===== src/rtl/envelope_avg.sv =====
`default_nettype none
// ============================================================================
// Module   : envelope_avg
// Brief    : Windowed min/max envelope tracker. Averages each extremum over
//            2^AVG_LOG2 windows (block or sliding) and emits the midpoint.
// Revision : 1.0
// ============================================================================
module envelope_avg #(
    parameter int WIDTH         = 10,
    parameter int SEARCH_WINDOW = 64,
    parameter int AVG_LOG2      = 3
) (
    input  logic             clk,
    input  logic             reset,
    input  logic             i_next,
    input  logic [WIDTH-1:0] i_data,
    input  logic             i_mode,
    output logic [WIDTH-1:0] o_min_avg,
    output logic [WIDTH-1:0] o_max_avg,
    output logic [WIDTH-1:0] o_thresh,
    output logic             o_valid,
    output logic             o_locked
);

    localparam int c_DEPTH = 1 << AVG_LOG2;
    localparam int c_CNT_W = $clog2(SEARCH_WINDOW);
    localparam int c_WC_W  = AVG_LOG2 + 1;
    localparam int c_PTR_W = (AVG_LOG2 > 0) ? AVG_LOG2 : 1;
    localparam int c_ACC_W = WIDTH + AVG_LOG2;

    localparam logic [c_CNT_W-1:0] c_CNT_LAST = c_CNT_W'(SEARCH_WINDOW - 1);
    localparam logic [c_WC_W-1:0]  c_WC_LAST  = c_WC_W'(c_DEPTH - 1);
    localparam logic [c_WC_W-1:0]  c_WC_FULL  = c_WC_W'(c_DEPTH);
    localparam logic [c_PTR_W-1:0] c_PTR_LAST = c_PTR_W'(c_DEPTH - 1);

    logic [c_CNT_W-1:0] r_cnt;
    logic [c_WC_W-1:0]  r_wcnt;
    logic [c_PTR_W-1:0] r_ptr;
    logic [WIDTH-1:0]   r_run_min;
    logic [WIDTH-1:0]   r_run_max;
    logic [c_ACC_W-1:0] r_acc_min;
    logic [c_ACC_W-1:0] r_acc_max;
    logic               r_mode;
    logic [WIDTH-1:0]   r_buf_min [c_DEPTH];
    logic [WIDTH-1:0]   r_buf_max [c_DEPTH];

    logic [WIDTH-1:0]   w_win_min;
    logic [WIDTH-1:0]   w_win_max;
    logic               w_close;
    logic               w_flush;
    logic               w_full;
    logic               w_out_now;
    logic [WIDTH-1:0]   w_evict_min;
    logic [WIDTH-1:0]   w_evict_max;
    logic [c_ACC_W-1:0] w_sum_min;
    logic [c_ACC_W-1:0] w_sum_max;
    logic [WIDTH-1:0]   w_avg_min;
    logic [WIDTH-1:0]   w_avg_max;
    logic [WIDTH:0]     w_th_sum;
    logic [WIDTH-1:0]   w_thresh;

    assign w_win_min = (i_data < r_run_min) ? i_data : r_run_min;
    assign w_win_max = (i_data > r_run_max) ? i_data : r_run_max;
    assign w_close   = i_next && (r_cnt == c_CNT_LAST);
    assign w_flush   = (i_mode != r_mode);
    assign w_full    = (r_wcnt == c_WC_FULL);
    assign w_out_now = i_mode ? (r_wcnt >= c_WC_LAST) : (r_wcnt == c_WC_LAST);

    // Eviction only applies once the ring has wrapped; block mode never evicts.
    assign w_evict_min = (i_mode && w_full) ? r_buf_min[r_ptr] : '0;
    assign w_evict_max = (i_mode && w_full) ? r_buf_max[r_ptr] : '0;

    // The true sum always fits c_ACC_W bits, so modular add-then-subtract is exact.
    assign w_sum_min = r_acc_min + c_ACC_W'(w_win_min) - c_ACC_W'(w_evict_min);
    assign w_sum_max = r_acc_max + c_ACC_W'(w_win_max) - c_ACC_W'(w_evict_max);
    assign w_avg_min = WIDTH'(w_sum_min >> AVG_LOG2);
    assign w_avg_max = WIDTH'(w_sum_max >> AVG_LOG2);
    assign w_th_sum  = {1'b0, w_avg_min} + {1'b0, w_avg_max};
    assign w_thresh  = WIDTH'(w_th_sum >> 1);

    always_ff @(posedge clk) begin
        if (!reset) begin
            r_cnt     <= '0;
            r_wcnt    <= '0;
            r_ptr     <= '0;
            r_run_min <= '1;
            r_run_max <= '0;
            r_acc_min <= '0;
            r_acc_max <= '0;
            r_mode    <= i_mode;
            o_min_avg <= '0;
            o_max_avg <= '0;
            o_thresh  <= '0;
            o_valid   <= 1'b0;
            o_locked  <= 1'b0;
        end else if (w_flush) begin
            r_cnt     <= '0;
            r_wcnt    <= '0;
            r_ptr     <= '0;
            r_run_min <= '1;
            r_run_max <= '0;
            r_acc_min <= '0;
            r_acc_max <= '0;
            r_mode    <= i_mode;
            o_valid   <= 1'b0;
            o_locked  <= 1'b0;
        end else begin
            o_valid <= 1'b0;
            if (i_next) begin
                if (w_close) begin
                    r_cnt     <= '0;
                    r_run_min <= '1;
                    r_run_max <= '0;
                    if (w_out_now) begin
                        o_min_avg <= w_avg_min;
                        o_max_avg <= w_avg_max;
                        o_thresh  <= w_thresh;
                        o_valid   <= 1'b1;
                        o_locked  <= 1'b1;
                    end
                    if (i_mode) begin
                        r_acc_min <= w_sum_min;
                        r_acc_max <= w_sum_max;
                        r_ptr     <= (r_ptr == c_PTR_LAST) ? '0 : r_ptr + 1'b1;
                        if (!w_full) begin
                            r_wcnt <= r_wcnt + 1'b1;
                        end
                    end else if (w_out_now) begin
                        r_acc_min <= '0;
                        r_acc_max <= '0;
                        r_wcnt    <= '0;
                    end else begin
                        r_acc_min <= w_sum_min;
                        r_acc_max <= w_sum_max;
                        r_wcnt    <= r_wcnt + 1'b1;
                    end
                end else begin
                    r_cnt     <= r_cnt + 1'b1;
                    r_run_min <= w_win_min;
                    r_run_max <= w_win_max;
                end
            end
        end
    end

    // History storage needs no reset: the fill count gates every read.
    always_ff @(posedge clk) begin
        if (reset && !w_flush && w_close && i_mode) begin
            r_buf_min[r_ptr] <= w_win_min;
            r_buf_max[r_ptr] <= w_win_max;
        end
    end

endmodule
`default_nettype wire


===== config.mk =====
export PLATFORM = sky130hd
export DESIGN_NAME = envelope_avg
export DESIGN_NICKNAME = d
export VERILOG_FILES = /design/src/rtl/envelope_avg.sv
export SDC_FILE = /design/constraint.sdc
export NUM_CORES = 1
export LEC_CHECK = 0
export BUFFER_PORTS_ARGS = -buffer_cell sky130_fd_sc_hd__buf_2
export CAP_MARGIN = 20
export CORE_MARGIN = 5
export CORE_UTILIZATION = 58
export CTS_CLUSTER_DIAMETER = 200
export DETAILED_ROUTE_END_ITERATION = 10
export GPL_TIMING_DRIVEN = 0
export PLACE_DENSITY = 0.76
export SLEW_MARGIN = 20
export SYNTH_ARGS = -nofsm -noshare
export SYNTH_HDL_FRONTEND = slang
export SYNTH_SLANG_ARGS = --single-unit

===== constraint.sdc =====
create_clock -name clk -period 7.4 [get_ports clk]
set_input_delay 0.74 -clock clk [delete_from_list [all_inputs] [get_ports clk]]
set_output_delay 0.74 -clock clk [all_outputs]
set_load 0.05 [all_outputs]

* Word level (Yosys, flattened, before mapping) *
Memory sizes are Yosys's and may differ from the RTL's. A register that Yosys moved wholly into a read port is not among the register bits.
Cells that the tools add are included.

cells by class
  reduce and logical (&&, ||, !) cells = 13
  bitwise gates (word level) = 4
  order comparisons = 3
  eq/ne operators = 7
  multiplexer cells = 25
  $add $sub $neg = 8

operators by type and width
  operator                                                                             number
  10-bit two-way mux                                                                   6
  13-bit two-way mux                                                                   4
  13-bit by 10-bit adder with 13-bit output                                            2
  13-bit by 10-bit subtractor with 13-bit output                                       2
  3-bit two-way mux                                                                    5
  4-bit two-way mux                                                                    3
  10-bit by 10-bit adder with 11-bit output                                            1
  10-bit greater-than comparator                                                       1
  10-bit less-than comparator                                                          1
  3-bit AND reduction                                                                  3
  6-bit by 1-bit adder with 6-bit output, second input constant                        1
  6-bit equality test, second input constant                                           1
  1-bit two-way mux                                                                    6
  6-bit two-way mux                                                                    1
  1-bit logical AND                                                                    5
  4-bit by 1-bit adder with 4-bit output, second input constant                        1
  4-bit by 3-bit equality test with 1-bit output, second input constant                1
  4-bit equality test, second input constant                                           1
  4-bit by 3-bit greater-or-equal comparator with 1-bit output, second input constant  1
  1-bit inverter                                                                       4
  4-bit AND reduction                                                                  1
  4-bit OR reduction                                                                   1
  3-bit by 1-bit adder with 3-bit output, second input constant                        1
  3-bit equality test, second input constant                                           1
  other kinds (6)                                                                      6

word-level totals
  memories = 2
  word-level logic and storage cells = 75
  bits in writable memories = 160
  input port bits = 14
  output and inout bits = 32
  flip-flop bits (word level) = 92

memory list
  memory     depth  bits a word  read ports  clocked after memory_dff  wr ports  RTL line  source
  r_buf_max  8      10           1           1                         1         45        logic [WIDTH-1:0] r_buf_max [c_DEPTH];
  r_buf_min  8      10           1           1                         1         44        logic [WIDTH-1:0] r_buf_min [c_DEPTH];

* Depth between registers and ports, before layout *
Gate-level depths: netlist (run 1).

  depth after elaboration = 7
  depth in mapped cells = 29
  depth with buffers taken out = 28

* Least setup slack after synthesis (run 1) *
Ideal clock, no wire load.

  kind = input port to flip-flop
  start point = input port i_data[3]
  end point = register o_thresh[8]
  setup time = 70 ps
  path slack = 1653 ps
  arrival time = 5677 ps
  stages on the path = 23
  cells stage by stage = ha_1 and4_1 a31oi_1 o21ai_1 a21oi_1 a41oi_2 buf_4 o21ai_0 fa_1 ha_1 or3_1 o211a_4 a21oi_2 o21ai_2 xor2_2 ha_1 a21o_1 a21o_1 a22o_1 a211oi_1 xnor2_1 nand2_1 a21oi_1

between the ends
  word-level cells in the longest chain between the ends = 5
  elaborated cells on any way between the ends = 9

RTL lines
  what                                            RTL line  source
  start, declared                                 16        input logic [WIDTH-1:0] i_data,
  10-bit greater-than comparator                  63        assign w_win_max = (i_data > r_run_max) ? i_data : r_run_max;
  10-bit two-way mux                              63
  net w_win_max[4]                                48        logic [WIDTH-1:0] w_win_max;
  13-bit by 10-bit adder with 13-bit output       75        assign w_sum_max = r_acc_max + c_ACC_W'(w_win_max) - c_ACC_W'(w_evict_max);
  13-bit by 10-bit subtractor with 13-bit output  75
  net w_sum_max[9]                                56        logic [c_ACC_W-1:0] w_sum_max;
  10-bit by 10-bit adder with 11-bit output       78        assign w_th_sum = {1'b0, w_avg_min} + {1'b0, w_avg_max};
  end signal, assigned                            117       o_thresh <= w_thresh;
  end, declared                                   20        output logic [WIDTH-1:0] o_thresh,

The timed path passes the listed nets, and every way through them passes these cells.
A chain may end at the register's enable or synchronous reset.

* Final worst setup path (run 1) *
  start point = register r_run_max[5]
  end point = register o_thresh[8]

between the ends
  word-level cells in the longest chain between the ends = 5

RTL lines
  what                                              RTL line  source
  start, declared                                   40        logic [WIDTH-1:0] r_run_max;
  start signal, assigned                            140       r_run_max <= w_win_max;
  10-bit greater-than comparator                    63
  10-bit two-way mux *                              63
  13-bit by 10-bit adder with 13-bit output *       75
  13-bit by 10-bit subtractor with 13-bit output *  75
  net w_sum_max[9]                                  56
  10-bit by 10-bit adder with 11-bit output *       78

The timed path passes the listed nets; every way through them passes the cells marked *.

==> results of run 1 <==
[cells in the mapped netlist, drive strengths merged (8+ instances only)]
library cell  count  area (um2)
nor4b            10        87.6
a21oi            55         287
xor2             11         104
edfxtp          161        4830
buf              21         109
mux4             40         901
o21ai            50         258
clkbuf           16        60.1
nor2             74         278
xnor2            20         175
mux2i            38         380
ha               59         738
fa               21         420
inv             103         387
a22o             21         184
a211oi           10        85.1
a21o              8        60.1
dfxtp            94        1880
nand2            84         315
nand3            17        90.1
[final cells by class]
class	instances	area [um2]
plain buffers	37	169
clock buffers	30	686
clock inverters	18	250
fillers	1547	7080
inverters	104	390
multi-input cells	598	5060
flip-flops and latches	255	6720
well taps	275	344
repair buffers	49	265
[placed cells by master, fill, tap and decap left out, types with 6 or more instances in the layout]
| cell | Yosys | routed |
|---|---|---|
| a211oi_1 | 8 | 8 |
| a21o_1 | 8 | 8 |
| a21oi_1 | 52 | 52 |
| a22o_1 | 21 | 21 |
| buf_2 | 15 | 59 |
| buf_4 | 3 | 6 |
| clkbuf_1 | 16 | 18 |
| clkbuf_16 | 0 | 26 |
| clkinv_2 | 0 | 6 |
| dfxtp_1 | 94 | 94 |
| edfxtp_1 | 161 | 161 |
| fa_1 | 21 | 21 |
| ha_1 | 59 | 59 |
| inv_1 | 102 | 102 |
| mux2i_1 | 38 | 38 |
| mux4_2 | 40 | 40 |
| nand2_1 | 84 | 84 |
| nand3_1 | 16 | 16 |
| nor2_1 | 74 | 68 |
| nor2_4 | 0 | 6 |
| nor4b_1 | 10 | 10 |
| o21ai_0 | 29 | 28 |
| o21ai_1 | 19 | 20 |
| xnor2_1 | 20 | 20 |
| xor2_1 | 10 | 10 |
[sequential cells by signal, summed over array words and instances (netlist names), 13 cells and up, named ones only]
register and flops:
r_acc_max 13, r_buf_min 80, r_acc_min 13, r_buf_max 80
[worst paths after layout]
path                              startpoint  depth (start not counted)           end  slack, ns
worst max-delay path            r_run_max[5]                         26   o_thresh[8]       1.27
worst min-delay path                  i_mode                          1        r_mode       0.39
worst max register to register  r_run_max[5]                         26   o_thresh[8]       1.27
worst min register to register  o_min_avg[7]                          2  o_min_avg[7]       0.45
[routing by layer]
layer	up-vias	wire length [um]	track usage, %
met5	-	0	0
met4	0	966	7.00
met3	52	1840	3.20
met2	252	13700	39.6
met1	3920	11600	31.4
li1	3750	-	-
[worst register-to-register path: cells and delay by family (launching register included)]
family                     cells  cell delay (ns)
DFF                            1             0.38
buffers and inverters          3             0.42
AOI/OAI and AO/OA             14             2.53
adders and majority gates      4             1.47
xor gates and xnor gates       2             0.42
muxes                          1             0.54
and+or+nand+nor                2             0.31
[metrics by stage]
step           instance area, um2  power (mW)  utilization [%]  cells  hold slack, ns
2_1_floorplan               12300        1.95                -    994           0.442
3_3_place_gp                12800        2.07             61.3   1313           0.429
3_5_place_dp                12900        2.08             61.8   1318           0.444
4_1_cts                     13900        3.48             66.2   1366           0.382
5_1_grt                     13900        3.60             66.2   1366           0.393
6_report                    13900        3.48             66.2   1366           0.387
[power breakdown]
part | switching [mW] | internal [mW]
logic | 0.329 | 0.207
clock network | 0.566 | 0.847
registers | 0.00389 | 1.52
total | 0.899 | 2.58
[cell families (layout without fill, tap and decap cells)]
kind of cell,after synthesis,in the layout,share of synthesized area (%)
AO/OA/AOI/OAI,180,180,9.70
buffers and inverters,141,238,4.56
flip-flops,255,255,54.7
multiplexers,80,80,10.6
XOR/XNOR,31,31,2.27
adder cells (fa/ha/maj),80,80,9.44
AND/OR/NAND/NOR,227,227,8.71
==> flow_summary.ini, run 1 <==
[setup_path]
critPathSlowestCell = mux2i_1
crit_path_start_kind = flop
slowest_delay_ns = 0.53
criticalPathCategory = flop to flop
crit_path_end_kind = flop
crit_fanout = 10
crit_path_frequent_cell = ha_1
crit_arrival_ns = 6.60
crit_family = compound AO/OA/AOI/OAI gates
required_ns = 7.87
path_buf_inv = 3

[synth]
syn_inst = 994
synth_area_per_cell_um2 = 12.4
synth_edf_count = 161
netlist-cell-type-count = 64
ys_ff_latch = 255
synth_ff_type = edfxtp_1
syn_nets = 1088
async_flop_share_pct = 0
seq_area_frac_synth_pct = 54.7
yosys_warnings = 0
syn-cell-area_mm2 = 0.0123

[cts]
numCtsBuffers = 26
clkTransAtPathRegs_ns = 0.06
cts_tree = yes
worstSkewPairLatency_ns = 0.55
clkSinkCount = 255
cts_buffer_depth = 3
hold_buffers = 0
htree_levels = 1
cts_resized = 0
cts_setup_buffers = 0
cts_root_buf = clkbuf_16

[power]
pwr_density_cell_mw_per_mm2 = 250
p_leak_nw = 5.18
ir_drop_uv = 287

[detailed_routing]
drtIter0Drc = 667
wl_um = 28100
viasPerCell = 5.84
first_pass_iters = 5
vias = 7974
ant_nets = 0
avgRoutedWirePerCell_um = 20.5
drc = 0

[final_layout]
syn2layout_area_growth_pct = 13.0
diodes = 0
drive_gt1_share_pct = 16.8
finalNetCount = 1165

[job]
maxCapViolations = 0

[placement]
place.port_buffers = 44
detailed_place_hpwl_um = 19700
dp_worst_setup_slack_ns = 0.844
routabilityCongestion = 0.879

[min_path]
hold_class = input port to flop

[sta]
grt_setup_unrepaired = false
skew_ns = 0.0141
tightestPinTransition_ns = 0.991
setup_viol = 0
fin_ws_ns = 1.27
fmax_mhz = 163
report.final.slew_viol_count = 0
period_needed_ns = 6.13
timing.final.hold_violations = 0
fin_crit_sh_pct = 82.8
worst_slew_margin_rel_pct = 33.5
setup_tns_ns = 0

[global_route]
grt_pass1_vias = 7821
track_usage_pct = 23.3
grt_pass1_wl_um = 43700
grt_overflow = 0
grt_max_degree = 21
antenna_found_initial = 0

[floorplanning]
top_level_ports = 46
rows = 53
die_h_um = 155
core_mm2 = 0.0210
initial_core_util_pct = 58.6
die_area_mm2 = 0.0242
dieWidth_um = 155

[run_status]
outcome = complete, no violations
No activity file was read; power rests on OpenSTA's default activity.
==> run 2, diff against run 1 <==
==> constraint.sdc (replaced) <==
create_clock -name clk -period 5.8 [get_ports clk]
set_input_delay 0.58 -clock clk [delete_from_list [all_inputs] [get_ports clk]]
set_output_delay 0.58 -clock clk [all_outputs]
set_load 0.05 [all_outputs]
==> flow_summary.ini, run 2 (same netlist as run 1, synthesis figures left out) <==
[setup_path]
reg2reg_slack_ns = 0.25
critPathSlowestCell = fa_1
crit_family = compound AO/OA/AOI/OAI gates
crit_arrival_ns = 6.02
crit_path_start_kind = flop
required_ns = 6.27
reg2reg_to = o_thresh[8]
path_buf_inv = 3
timing.rr.start = r_run_max[4]
crit_path_end_kind = flop
crit_fanout = 6
slowest_delay_ns = 0.48
criticalPathCategory = flop to flop
reg2regPathDepth = 26

[power]
sw_frac_of_total_pct = 25.9
clkPwrFrac_pct = 39.9
switching_power_mw = 1.17
power.internal_mw = 3.34
combPwrFrac_pct = 16.8
p_seq_share_pct = 43.2
pwr_density_cell_mw_per_mm2 = 318
ir_drop_uv = 365
p_leak_nw = 5.26

[detailed_routing]
avgRoutedWirePerCell_um = 20.7
vias = 8106
first_pass_iters = 5
drc = 0
wl_um = 28600
drtIter0Drc = 729
viasPerCell = 5.89
ant_nets = 0

[floorplanning]
dieWidth_um = 155
die_area_mm2 = 0.0242
initial_core_util_pct = 58.6
die_h_um = 155
core_mm2 = 0.0210
rows = 53
top_level_ports = 46

[sta]
setup_tns_ns = 0
fin_crit_sh_pct = 95.7
fmax_mhz = 180
timing.final.hold_violations = 0
fin_ws_ns = 0.252
tightestPinTransition_ns = 0.977
skew_ns = 0.0107
period_needed_ns = 5.55
setup_viol = 0
worst_slew_margin_rel_pct = 34.4
report.final.slew_viol_count = 0

[cts]
cts_buffer_depth = 3
cts_tree = yes
clkTransAtPathRegs_ns = 0.07
hold_buffers = 0
worstSkewPairLatency_ns = 0.54
clkSinkCount = 255
numCtsBuffers = 26
htree_levels = 1
cts_root_buf = clkbuf_16

[min_path]
hp-start = i_mode
hold_class = input port to flop
hold_depth = 1
min_to = r_mode

[final_layout]
final_util_pct = 67.7
layout_commonest_cell = edfxtp_1
layout_common_cells = 161 x edfxtp_1, 102 x inv_1, 91 x dfxtp_1
diodes = 0
syn2layout_area_growth_pct = 15.6
fillers = 1478
drive_gt1_share_pct = 20.3
layout.cells.non_filler = 1377
top_regs = r_buf_max x80, r_buf_min x80
finalNetCount = 1176

[placement]
dp_worst_setup_slack_ns = -0.596
place.port_buffers = 44
detailed_place_hpwl_um = 19700
placed_cells = 1318
routabilityCongestion = 0.879

[global_route]
antenna_found_initial = 0
grt_pass1_wl_um = 43800
grt_overflow = 0
track_usage_pct = 23.4
grt_max_degree = 21
grt_pass1_vias = 7834

[run_status]
outcome = complete, no violations

[job]
maxCapViolations = 0
-- run 2: what timing repair did --
action	in CTS	in global routing
buffers inserted	1	10
endpoints found under the setup margin	4	5
gates resized for setup	9	42
pin swaps	0	7
-- run 2: power by group through the flow --
| stage | combinational, mW | clock (mW) | sequential [mW] |
|---|---|---|---|
| finish | 0.759 | 1.80 | 1.95 |
| global route | 0.827 | 1.90 | 1.95 |
| CTS | 0.682 | 1.82 | 1.95 |
| detailed placement | 0.671 | 0 | 1.99 |
| global placement | 0.653 | 0 | 1.99 |
| floorplan | 0.507 | 0 | 1.99 |
-- run 2: cell type report --
| class | instances | area [um2] | area share, % |
|---|---|---|---|
| plain buffers | 37 | 185 | 1.30 |
| multi-input cells | 598 | 5270 | 37.1 |
| clock inverters | 18 | 250 | 1.76 |
| clock buffers | 30 | 686 | 4.83 |
| inverters | 104 | 390 | 2.75 |
| repair buffers | 60 | 352 | 2.48 |
| flip-flops and latches | 255 | 6720 | 47.3 |
| well taps | 275 | 344 | 2.42 |
-- run 2: worst max-delay path by stage --
stage,end,slack [ns],startpoint,depth (start not counted)
floorplan,o_thresh[8],0.21,i_data[3],23
CTS,o_thresh[8],0.06,r_run_min[7],24
global route,o_thresh[8],-0.06,r_run_max[4],26
global placement,o_thresh[8],-0.89,i_data[3],24
finish,o_thresh[8],0.25,r_run_max[4],26
detailed placement,o_thresh[8],-0.60,i_data[4],26
-- run 2: stage by stage --
step	total power [mW]	hold WS [ns]	instance area, um2
2_1_floorplan	2.49	0.442	12300
3_3_place_gp	2.64	0.429	12800
3_5_place_dp	2.66	0.444	12900
4_1_cts	4.45	0.222	13900
5_1_grt	4.68	0.233	14200
6_report	4.51	0.233	14200
-- run 2: metal layers --
| layer | vias to the layer above | GRT usage [%] | wire length, um |
|---|---|---|---|
| li1 | 3769 | - | - |
| met1 | 3993 | 31.5 | 11800 |
| met2 | 289 | 39.3 | 13900 |
| met3 | 55 | 3.31 | 1810 |
| met4 | 0 | 7.75 | 1020 |
| met5 | - | 0 | 0 |
==> run 3, diff against run 2 <==
==> constraint.sdc (replaced) <==
create_clock -name clk -period 5.3 [get_ports clk]
set_input_delay 0.53 -clock clk [delete_from_list [all_inputs] [get_ports clk]]
set_output_delay 0.53 -clock clk [all_outputs]
set_load 0.05 [all_outputs]
==> flow_summary.ini, run 3 (same netlist as run 1, synthesis figures left out) <==
[setup_path]
crit_arrival_ns = 5.79
reg2reg_slack_ns = -0.02
reg2reg_to = o_thresh[8]
crit_fanout = 10
slowest_delay_ns = 0.52
criticalPathCategory = flop to flop
timing.rr.start = r_run_min[7]
crit_path_start_kind = flop
required_ns = 5.77
crit_path_end_kind = flop
critPathSlowestCell = fa_1
reg2regPathDepth = 26
crit_path_frequent_cell = a21o_1
startpoint = r_run_min[7]

[cts]
hold_buffers = 0
cts_buffer_depth = 3
cts_tree = yes
clkSinkCount = 255
htree_levels = 1
worstSkewPairLatency_ns = 0.54
cts_root_buf = clkbuf_16
numCtsBuffers = 25
clkTransAtPathRegs_ns = 0.06

[final_layout]
syn2layout_area_growth_pct = 19.2
finalNetCount = 1208
top_regs = r_buf_max x80, r_buf_min x80
diodes = 0
fillers = 1409
drive_gt1_share_pct = 26.2
layout_common_cells = 161 x edfxtp_1, 98 x inv_1, 87 x dfxtp_1
layout_commonest_cell = edfxtp_1
layout.cells.non_filler = 1407

[sta]
tightestPinTransition_ns = 0.978
report.final.slew_viol_count = 0
worst_slew_margin_rel_pct = 34.3
setup_viol = 1
period_needed_ns = 5.32
fmax_mhz = 188
setup_tns_ns = -0.0198
fin_ws_ns = -0.0198
skew_ns = 0.0105
fin_crit_sh_pct = 100
grt_setup_unrepaired = true
timing.final.hold_violations = 0

[floorplanning]
initial_core_util_pct = 58.6
core_mm2 = 0.0210
dieWidth_um = 155
die_h_um = 155
die_area_mm2 = 0.0242
rows = 53
top_level_ports = 46

[min_path]
hold_class = input port to flop
min_to = r_mode
hp-start = i_mode
hold_depth = 1

[placement]
dp_worst_setup_slack_ns = -0.888
placed_cells = 1317
routabilityCongestion = 0.840
detailed_place_hpwl_um = 19600
place.port_buffers = 44

[detailed_routing]
first_pass_iters = 5
ant_nets = 0
drtIter0Drc = 792
viasPerCell = 5.86
wl_um = 28900
drc = 0
vias = 8250
avgRoutedWirePerCell_um = 20.5

[global_route]
grt_max_degree = 21
track_usage_pct = 23.4
grt_use_met1_pct = 31.9
grt_overflow = 0
grt_pass1_wl_um = 43900
antenna_found_initial = 0
grt.busiest_layer = met2
grt_util_met3_pct = 2.84
grt_pass1_vias = 7961
grt_use_met2_pct = 39.9

[power]
p_total_mw = 4.86
p_leak_nw = 5.41
pwr_density_cell_mw_per_mm2 = 332
ir_drop_uv = 266

[run_status]
outcome = finished with violations
failed_checks = setup timing

[job]
maxCapViolations = 0
==> run 3: layout make-up <==
class	count	area (um2)	share of cell area, %
Buffer	37	195	1.33
Clock buffer	40	732	5.00
Clock inverter	5	42.5	0.291
Inverter	104	393	2.69
Multi-Input combinational cell	598	5600	38.2
Sequential cell	255	6730	46.0
Tap cell	275	344	2.35
Timing Repair Buffer	93	604	4.13
==> run 3: metrics by stage <==
step / instance area, um2 / hold slack [ns] / utilization [%]
after floorplan: 12300 / 0.442 / -
after global placement: 12900 / 0.429 / 61.3
after detailed placement: 12900 / 0.440 / 61.7
after CTS: 14200 / 0.186 / 67.6
after global routing: 14600 / 0.191 / 69.8
final: 14600 / 0.192 / 69.8
==> run 3: where the power goes <==
group / leakage (nW) / internal, mW / switching (mW) / total, mW
Sequential: 2.21 / 2.13 / 0.00700 / 2.13
Clock: 0.376 / 0.949 / 0.743 / 1.69
Combinational: 2.82 / 0.478 / 0.557 / 1.04
Total: 5.41 / 3.55 / 1.31 / 4.86
==> run 3: worst max path at each step <==
stage / cells past startpoint / to
floorplan: 25 / o_thresh[8]
global placement: 26 / o_thresh[8]
detailed placement: 26 / o_thresh[8]
CTS: 23 / o_thresh[8]
global route: 25 / o_thresh[8]
finish: 26 / o_thresh[8]
==> run 3: per-layer routing <==
layer,wire length (um),share of wire [%]
met1,11800,41
met2,14400,50
met3,1880,6.5
met4,869,3.0
met5,0,0
==> run 3: repair_timing <==
| item | in CTS | in global routing |
|---|---|---|
| cloned | 1 | 0 |
| pin swaps | 16 | 44 |
| setup buffers | 18 | 26 |
| resized for setup | 62 | 56 |
| setup endpoints to repair | 7 | 7 |
| hold endpoints to repair | 0 | 0 |
==> run 3: worst max-delay path, delay by kind of cell (launching register included) <==
kind                       cells  cell delay [ns]
adders and majority gates      4             1.39
and+or+nand+nor                3             0.25
DFF                            1             0.35
muxes                          1             0.20
AOI/OAI and AO/OA             11             1.95
buffers and inverters          5             0.58
xor gates and xnor gates       2             0.49
